<file path="config.mk">
export PLATFORM = sky130hd
export DESIGN_NAME = rs_asm_randomizer
export DESIGN_NICKNAME = d
export VERILOG_FILES = /design/src/rtl/rs_asm_randomizer.sv
export SDC_FILE = /design/constraint.sdc
export NUM_CORES = 1
export LEC_CHECK = 0
export BUFFER_PORTS_ARGS = -buffer_cell sky130_fd_sc_hd__clkbuf_2
export CAP_MARGIN = 20
export CORE_MARGIN = 3
export CORE_UTILIZATION = 52
export DETAILED_ROUTE_END_ITERATION = 10
export PLACE_DENSITY_LB_ADDON = 0.12
export SETUP_SLACK_MARGIN = 0.2
export SKIP_LAST_GASP = 1
export SYNTH_ARGS = -nofsm -noshare
export SYNTH_HDL_FRONTEND = slang
export SYNTH_SLANG_ARGS = --single-unit
</file>
<file path="constraint.sdc">
create_clock -name clk -period 1.8 [get_ports clk]
set_clock_uncertainty 0.15 [all_clocks]
set_input_delay 0.09 -clock clk [delete_from_list [all_inputs] [get_ports clk]]
set_output_delay 0.09 -clock clk [all_outputs]
set_load 0.01 [all_outputs]
</file>
<file path="src/rtl/rs_asm_randomizer.sv">
// Sync-marker inserter and CCSDS randomizer placed after rs_encoder.
// Each codeword is preceded by the 4-byte ASM_WORD (MSB byte first). Codeword
// bytes are optionally XORed with the CCSDS pseudo-random sequence. The LFSR
// is reseeded at the start of every codeword. The output stage is a single
// register with a valid/ready handshake.
// Ports:
//   clk, rst_n                    clock, asynchronous active-low reset
//   s_axis_valid/ready/data       input codeword byte stream
//   s_axis_sop/last/is_parity     input framing flags (checked only) and parity tag
//   m_axis_valid/ready/data       output byte stream (ASM + codeword)
//   m_axis_sop/last/is_asm        output framing flags, derived from internal counters
//   m_axis_is_parity              registered parity tag, 0 during ASM
//   frame_err                     sticky input framing error
module rs_asm_randomizer #(
  parameter int unsigned CW_LEN   = 255,
  parameter logic [31:0] ASM_WORD = 32'h1ACF_FC1D,
  parameter bit          RAND_EN  = 1'b1
) (
  input  logic       clk,
  input  logic       rst_n,
  input  logic       s_axis_valid,
  output logic       s_axis_ready,
  input  logic [7:0] s_axis_data,
  input  logic       s_axis_last,
  input  logic       s_axis_sop,
  input  logic       s_axis_is_parity,
  output logic       m_axis_valid,
  input  logic       m_axis_ready,
  output logic [7:0] m_axis_data,
  output logic       m_axis_last,
  output logic       m_axis_sop,
  output logic       m_axis_is_asm,
  output logic       m_axis_is_parity,
  output logic       frame_err
);

  localparam int unsigned    CNT_W     = (CW_LEN > 1) ? $clog2(CW_LEN) : 1;
  localparam logic [CNT_W-1:0] LAST_CNT = CNT_W'(CW_LEN - 1);
  localparam logic [7:0]     LFSR_SEED = 8'hFF;

  typedef enum logic [1:0] {
    ST_IDLE = 2'd0,
    ST_ASM  = 2'd1,
    ST_BODY = 2'd2
  } state_t;

  state_t             state_q, state_d;
  logic [1:0]         asm_cnt_q, asm_cnt_d;
  logic [CNT_W-1:0]   body_cnt_q, body_cnt_d;
  logic [7:0]         lfsr_q, lfsr_d;
  logic               valid_d, sop_d, last_d, is_asm_d, is_par_d, err_d;
  logic [7:0]         data_d;
  logic [7:0]         asm_byte;
  logic               stage_free;
  logic               s_hs;
  logic               body_last;

  // Advance the randomizer window by 8 bits. The window holds the next 8
  // sequence bits, oldest in bit 7, so the window itself is the rand byte.
  // Recurrence from x^8+x^7+x^5+x^3+1: a[n+8] = a[n+7]^a[n+5]^a[n+3]^a[n].
  function automatic logic [7:0] lfsr_next8(input logic [7:0] s);
    logic [7:0] t;
    t = s;
    for (int i = 0; i < 8; i++) begin
      t = {t[6:0], t[7] ^ t[4] ^ t[2] ^ t[0]};
    end
    return t;
  endfunction

  assign stage_free   = !m_axis_valid || m_axis_ready;
  assign s_axis_ready = (state_q == ST_BODY) && stage_free;
  assign s_hs         = s_axis_valid && s_axis_ready;
  assign body_last    = (body_cnt_q == LAST_CNT);

  // ASM byte select, MSB byte first
  always_comb begin
    asm_byte = ASM_WORD[31:24];
    case (asm_cnt_q)
      2'd0:    asm_byte = ASM_WORD[31:24];
      2'd1:    asm_byte = ASM_WORD[23:16];
      2'd2:    asm_byte = ASM_WORD[15:8];
      default: asm_byte = ASM_WORD[7:0];
    endcase
  end

  // Next-state, counters, LFSR and output-stage load
  always_comb begin
    state_d    = state_q;
    asm_cnt_d  = asm_cnt_q;
    body_cnt_d = body_cnt_q;
    lfsr_d     = lfsr_q;
    valid_d    = m_axis_valid;
    data_d     = m_axis_data;
    sop_d      = m_axis_sop;
    last_d     = m_axis_last;
    is_asm_d   = m_axis_is_asm;
    is_par_d   = m_axis_is_parity;
    err_d      = frame_err;

    // a held byte leaves the stage when accepted; reloaded below if needed
    if (stage_free) valid_d = 1'b0;

    case (state_q)
      ST_IDLE: begin
        if (stage_free && s_axis_valid) begin
          state_d   = ST_ASM;
          asm_cnt_d = 2'd0;
        end
      end
      ST_ASM: begin
        if (stage_free) begin
          valid_d  = 1'b1;
          data_d   = asm_byte;
          sop_d    = (asm_cnt_q == 2'd0);
          last_d   = 1'b0;
          is_asm_d = 1'b1;
          is_par_d = 1'b0;
          if (asm_cnt_q == 2'd3) begin
            state_d    = ST_BODY;
            asm_cnt_d  = 2'd0;
            body_cnt_d = '0;
            lfsr_d     = LFSR_SEED;
          end else begin
            asm_cnt_d = asm_cnt_q + 2'd1;
          end
        end
      end
      ST_BODY: begin
        if (s_hs) begin
          valid_d  = 1'b1;
          data_d   = RAND_EN ? (s_axis_data ^ lfsr_q) : s_axis_data;
          sop_d    = 1'b0;
          last_d   = body_last;
          is_asm_d = 1'b0;
          is_par_d = s_axis_is_parity;
          lfsr_d   = lfsr_next8(lfsr_q);
          // input flags are only checked; framing follows body_cnt
          if ((s_axis_sop != (body_cnt_q == '0)) || (s_axis_last != body_last)) begin
            err_d = 1'b1;
          end
          if (body_last) begin
            state_d    = ST_IDLE;
            body_cnt_d = '0;
          end else begin
            body_cnt_d = body_cnt_q + CNT_W'(1);
          end
        end
      end
      default: begin
        state_d = ST_IDLE;
      end
    endcase
  end

  // State and output registers
  always_ff @(posedge clk or negedge rst_n) begin
    if (!rst_n) begin
      state_q          <= ST_IDLE;
      asm_cnt_q        <= 2'd0;
      body_cnt_q       <= '0;
      lfsr_q           <= LFSR_SEED;
      m_axis_valid     <= 1'b0;
      m_axis_data      <= 8'h00;
      m_axis_sop       <= 1'b0;
      m_axis_last      <= 1'b0;
      m_axis_is_asm    <= 1'b0;
      m_axis_is_parity <= 1'b0;
      frame_err        <= 1'b0;
    end else begin
      state_q          <= state_d;
      asm_cnt_q        <= asm_cnt_d;
      body_cnt_q       <= body_cnt_d;
      lfsr_q           <= lfsr_d;
      m_axis_valid     <= valid_d;
      m_axis_data      <= data_d;
      m_axis_sop       <= sop_d;
      m_axis_last      <= last_d;
      m_axis_is_asm    <= is_asm_d;
      m_axis_is_parity <= is_par_d;
      frame_err        <= err_d;
    end
  end

endmodule

</file>
-- After elaboration in Yosys (flattened, before gate mapping)
Cells that the tools add are included.
- add/subtract/negate cells: 2
- equality and inequality tests: 13
- shift-type cells: 0
- reduce and logical (&&, ||, !) cells: 16
- bitwise logic cells: 25
- $mul: 0
- mux-type cells: 37
- magnitude comparators: 0
- div/mod/pow operators: 0
- operators by type and width (kind ; count):
    $mux W8 ; 9
    $pmux W8 S2 ; 3
    $pmux W8 S3 ; 1
    $xor A1 B1 Y1 ; 24
    $mux W2 ; 8
    $ne A2 B2 Y1 const B ; 5
    $pmux W1 S2 ; 5
    $mux W1 ; 9
    $reduce_and A3 Y1 ; 3
    $add A8 B1 Y8 const B ; 1
    $eq A8 B8 Y1 const B ; 1
    $logic_not A8 Y1 ; 1
    $xor A8 B8 Y8 ; 1
    $eq A2 B2 Y1 const B ; 3
    $pmux W2 S3 ; 1
    $reduce_and A5 Y1 ; 1
    $eq A2 B1 Y1 const B ; 2
    $logic_not A2 Y1 ; 2
    $pmux W2 S2 ; 1
    $reduce_and A4 Y1 ; 1
    $reduce_bool A2 Y1 ; 2
    $logic_and A1 B1 Y1 ; 3
    $add A2 B1 Y2 const B ; 1
    $logic_or A1 B1 Y1 ; 2
    2 further kinds ; 3
- input bits: 15
- latch bits: 0
- output and inout bits: 15
- memory bits (writable): 0
- flip-flop bits (word level): 34
- memories: 0
- memory bits (read-only): 0

-- Longest topological paths before layout
- depth after elaboration: 12
- gate-level depth with buffers: 8
- gate-level depth less buffers: 6

-- Worst setup path after synthesis
Ideal clock, no wire load.
- path type: reg-to-reg
- from: reg state_q[0]
- to: reg body_cnt_q[0]
- arrival: 1.573 ns
- slack: -0.047 ns
- library setup time: 0.125 ns
- period minus slack after synthesis: 1.847 ns
- stages on the path, launching flop included: 8
- required time: 1.525 ns
- path through: dfrtp_1 > inv_1 > ha_1 > clkbuf_8 > inv_1 > a21oi_1 > nor3_2 > mux2_2
- word-level cells in the longest chain between the ends: 5
- ends and longest elaborated chain (item ; RTL line ; text):
    start, declared ; 47 ; state_t state_q, state_d;
    start signal, assigned ; 170 ; state_q <= state_d;
    $eq A2 B2 Y1 ; 71, 103 ;
    $logic_and A1 B1 Y1 ; 71 ; assign s_axis_ready = (state_q == ST_BODY) && stage_free;
    $logic_and A1 B1 Y1 ; 72 ; assign s_hs = s_axis_valid && s_axis_ready;
    $ne A2 B2 Y1 (no source line) ; - ;
    $reduce_and A4 Y1 (no source line) ; - ;
    end signal, assigned ; 172 ; body_cnt_q <= body_cnt_d;
    end, declared ; 49 ; logic [CNT_W-1:0] body_cnt_q, body_cnt_d;
Parallel ways exist; a longest one is shown, timed or not.
A chain may end at the register's enable or synchronous reset.

-- Worst setup path after layout
- from: reg state_q[0]
- to: out s_axis_ready
- word-level cells in the longest chain between the ends: 2
- ends and longest elaborated chain (item ; RTL line ; text):
    $eq A2 B2 Y1 ; 71 ;
    $logic_and A1 B1 Y1 ; 71 ;
    end, declared ; 22 ; output logic s_axis_ready,
Every way passes these cells.

==> flow_summary_export.csv <==
group,metric,value,unit
status,status,"finished with violations",
status,violations,"negative setup slack",
timing,min_period_over_period,103,%
floorplanning,die-area,4980,um2
power_and_ir_drop,p_comb_share,63.1,%
synth,yosys_most_used_dff,"dfrtp_1",
synth,synthTopCellsByCount,"26 x dfrtp_1, 15 x a21oi_1, 14 x nor2_1, 12 x ha_1, 11 x inv_1",
cts,cts_tree,"done",
critical_path,cp_data_arrival_time,1620,ps
cts,clock_path_buffers,2,
synth,netlist_area,2170,um2
floorplanning,die_w,70.6,um
synth,synth_edf_count,0,
critical_path,path_cells,"inv_2 -> ha_2 -> buf_12 -> inv_1 -> buf_4 -> nor2_1 -> clkbuf_2",
synth,yosysUniqueCellTypes,50,
layout,n_fill_cell,284,
critical_path,path_delay_family,"buffers and inverters",
min_path,hold_path.class,"in2reg",
critical_path,cp_slowest_stage_delay,390,ps
synth,synth_top_area_cell,"dfrtp_1",
place,hpwl,3860,um
power_and_ir_drop,power_frac_clock,10.7,%
timing,timing.final.ws_setup,-61.7,ps
synth,synth.mux.area_fraction,5.08,%
route,vias,1862,
floorplanning,start_util,56.6,%
route,wire_per_inst,16.8,um
power_and_ir_drop,vdd_drop_max,1220,uV
critical_path,cp_data_required_time,1560,ps
critical_path,cpMaxStageDelayCell,"dfrtp_1",
critical_path,endpoint_kind,"primary output",
timing,setup_viol,6,
synth,yosysWarnings,0,
floorplanning,rows,22,
cts,clock_latency,290,ps
critical_path,start_kind,"flop",
timing,max_slew_margin,76.1,%
grt,grt-ovfl-total,0,
synth,synth.most_common_cell,"dfrtp_1",
synth,synth-xor-area-share,10.9,%
route,drt_pass1_iterations,4,
synth,synth_top_family_by_area,"compound AO/OA/AOI/OAI gates",
power_and_ir_drop,intPower,3.06,mW
grt,grt_max_degree,27,
synth,syn_nets,235,
synth,yosys.area_share.simple,12.2,%
place,gp_congestion,0.858,
power_and_ir_drop,p_leak,1.28,nW
timing,grt_setup_unrepaired,"true",
critical_path,path_max_fanout,26,
grt,grt_usage,23.2,%
synth,ys_top_cells_by_area,"dfrtp_1 30%, dfstp_2 9.7%, ha_1 6.9%, mux2_2 4.2%, a22o_1 3.6%",
critical_path,path_class,"reg2out",
power_and_ir_drop,total_power,5.16,mW
power_and_ir_drop,switching_share,40.7,%
timing,min_period,1860,ps
synth,seq_area_frac_synth,39.7,%
floorplanning,coreArea,3830,um2
place,port_buffers,29,
cts,clk_pin_slew,70,ps
layout,num-nets-final,298,
synth,syn_area_per_cell,10.4,um2
grt,antenna_found_initial,0,
synth,synth_compound_area_share,19.0,%
floorplanning,die_h,70.6,um
synth,ys_ff_latch,34,
power_and_ir_drop,seq_power_share,26.2,%
timing,fmax,537,MHz
timing,drv_slew,0,
synth,synthAdderAreaFrac,6.93,%
power_and_ir_drop,power_per_cell_area,1860,nW/um2
timing,hold_ws,11.8,ps
timing,tightest_slew,348,ps
timing,final_hold_viol_count,0,
layout,area_growth,28.2,%
grt,grt_pass1_vias,1928,
flow_run,drv_cap,0,
layout,diodes,0,
route,post-route-drc-count,0,
route,antenna_left,0,
route,via_per_inst,5.82,
synth,synth.top_cell.area_share,30.0,%
route,routed_wirelength,5370,um
cts,cts_made_buffers,5,
cts,cts_sinks,34,
layout,final_util,72.6,%
cts,h-tree-depth,2,
power_and_ir_drop,power_switching,2.10,mW
critical_path,critPathBufInv,5,
synth,synth_async_sr_flop_share,100,%
route,dr.first_iter.drc_count,136,
synth,synth_cells,208,
cts,root_buffer,"clkbuf_8",
grt,grt_pass1_wl,9160,um
layout,drive_gt1_share,41.5,%
floorplanning,ioPinCount,30,
==> flip-flops by register name, indices dropped and copies added, names as in the netlist, 2 cells and up <==
name         count
asm_cnt_q        2
state_q          2
body_cnt_q       8
lfsr_q           8
m_axis_data      8
==> through the flow <==
step	worst slack, ps	setup TNS (ps)	area, um2	std cells
global route	-171	-2160	2780	320
finish	-61.7	-292	2780	320
CTS	-50.2	-473	2730	319
floorplan	15.4	0	2180	208
global placement	-169	-2460	2510	304
detailed placement	-230	-3350	2510	304
==> what timing repair did <==
action                                 in CTS  in global routing
pin swaps                                   2                  0
setup endpoints to repair                  34                 35
endpoints found under the hold margin      28                  0
resized for setup                          20                  8
hold buffers                                3                  0
setup buffers                               4                  1
==> worst paths after layout <==
| kind | startpoint | to | slack, ps | depth (start not counted) |
|---|---|---|---|---|
| min in group asynchronous | rst_n | asm_cnt_q[1]$_DFFE_PN0P_ | 60 | 2 |
| min | s_axis_data[3] | m_axis_data[3]$_DFFE_PN0P_ | 10 | 3 |
| max reg2reg | state_q[1]$_DFFE_PN0P_ | body_cnt_q[6]$_DFFE_PN0P_ | -60 | 8 |
| min reg2reg | frame_err$_DFFE_PN0P_ | frame_err$_DFFE_PN0P_ | 330 | 1 |
| max | state_q[0]$_DFFE_PN0P_ | s_axis_ready | -60 | 7 |
| max in group asynchronous | rst_n | lfsr_q[0]$_DFFE_PN1P_ | 770 | 3 |
==> final cells by class <==
| cell class | instances | area, um2 | area share (%) |
|---|---|---|---|
| Multi-Input combinational cell | 153 | 1280 | 46.0 |
| Sequential cell | 34 | 862 | 31.0 |
| Timing Repair Buffer | 66 | 450 | 16.2 |
| Clock buffer | 5 | 68.8 | 2.48 |
| Tap cell | 48 | 60.1 | 2.16 |
| Inverter | 11 | 41.3 | 1.49 |
| Clock inverter | 3 | 16.3 | 0.586 |
==> cell usage in the layout (no fill, tap or decap), types with 3 or more instances in the layout <==
master,n
o211ai_1,4
inv_1,8
mux2_2,8
nor2_1,12
o21ai_0,8
a31oi_1,5
a211o_1,3
nor3_1,6
nand2_1,9
a22o_1,9
dfstp_2,8
clkbuf_8,5
ha_1,8
a21oi_1,13
clkbuf_2,29
dlygate4sd3_1,3
dfrtp_1,25
nand3_1,6
xnor2_1,9
xor2_1,5
buf_4,31
inv_2,3
==> power groups by stage <==
stage | Clock (mW) | Combinational (mW) | Sequential (mW)
global placement | 0 | 2.85 | 1.33
global route | 0.602 | 3.58 | 1.39
floorplan | 0 | 2.09 | 1.35
CTS | 0.560 | 3.19 | 1.35
detailed placement | 0 | 2.95 | 1.35
finish | 0.551 | 3.26 | 1.35
==> routing by layer <==
layer	share of wire [%]	GRT usage (%)	up-vias
met5	0	0	-
met4	1.1	7.10	0
met3	4.3	4.97	8
met2	53	39.9	57
met1	42	29.2	912
li1	-	-	885
==> worst reg2reg max path, stage by stage (launching register included) <==
cell and delay (ps):
dfrtp_1 380, inv_2 50, ha_2 180, buf_4 160, nand2b_4 60, o211ai_1 120
buf_4 190, a211o_1 230, a22o_1 230
==> cells by family after synthesis <==
kind of cell    Yosys count
simple gates             52
fa+ha+maj                12
mux                      10
buf+inv                  21
compound gates           60
flops                    34
xor+xnor                 19
Note: power is estimated with default switching activity, not from simulation.
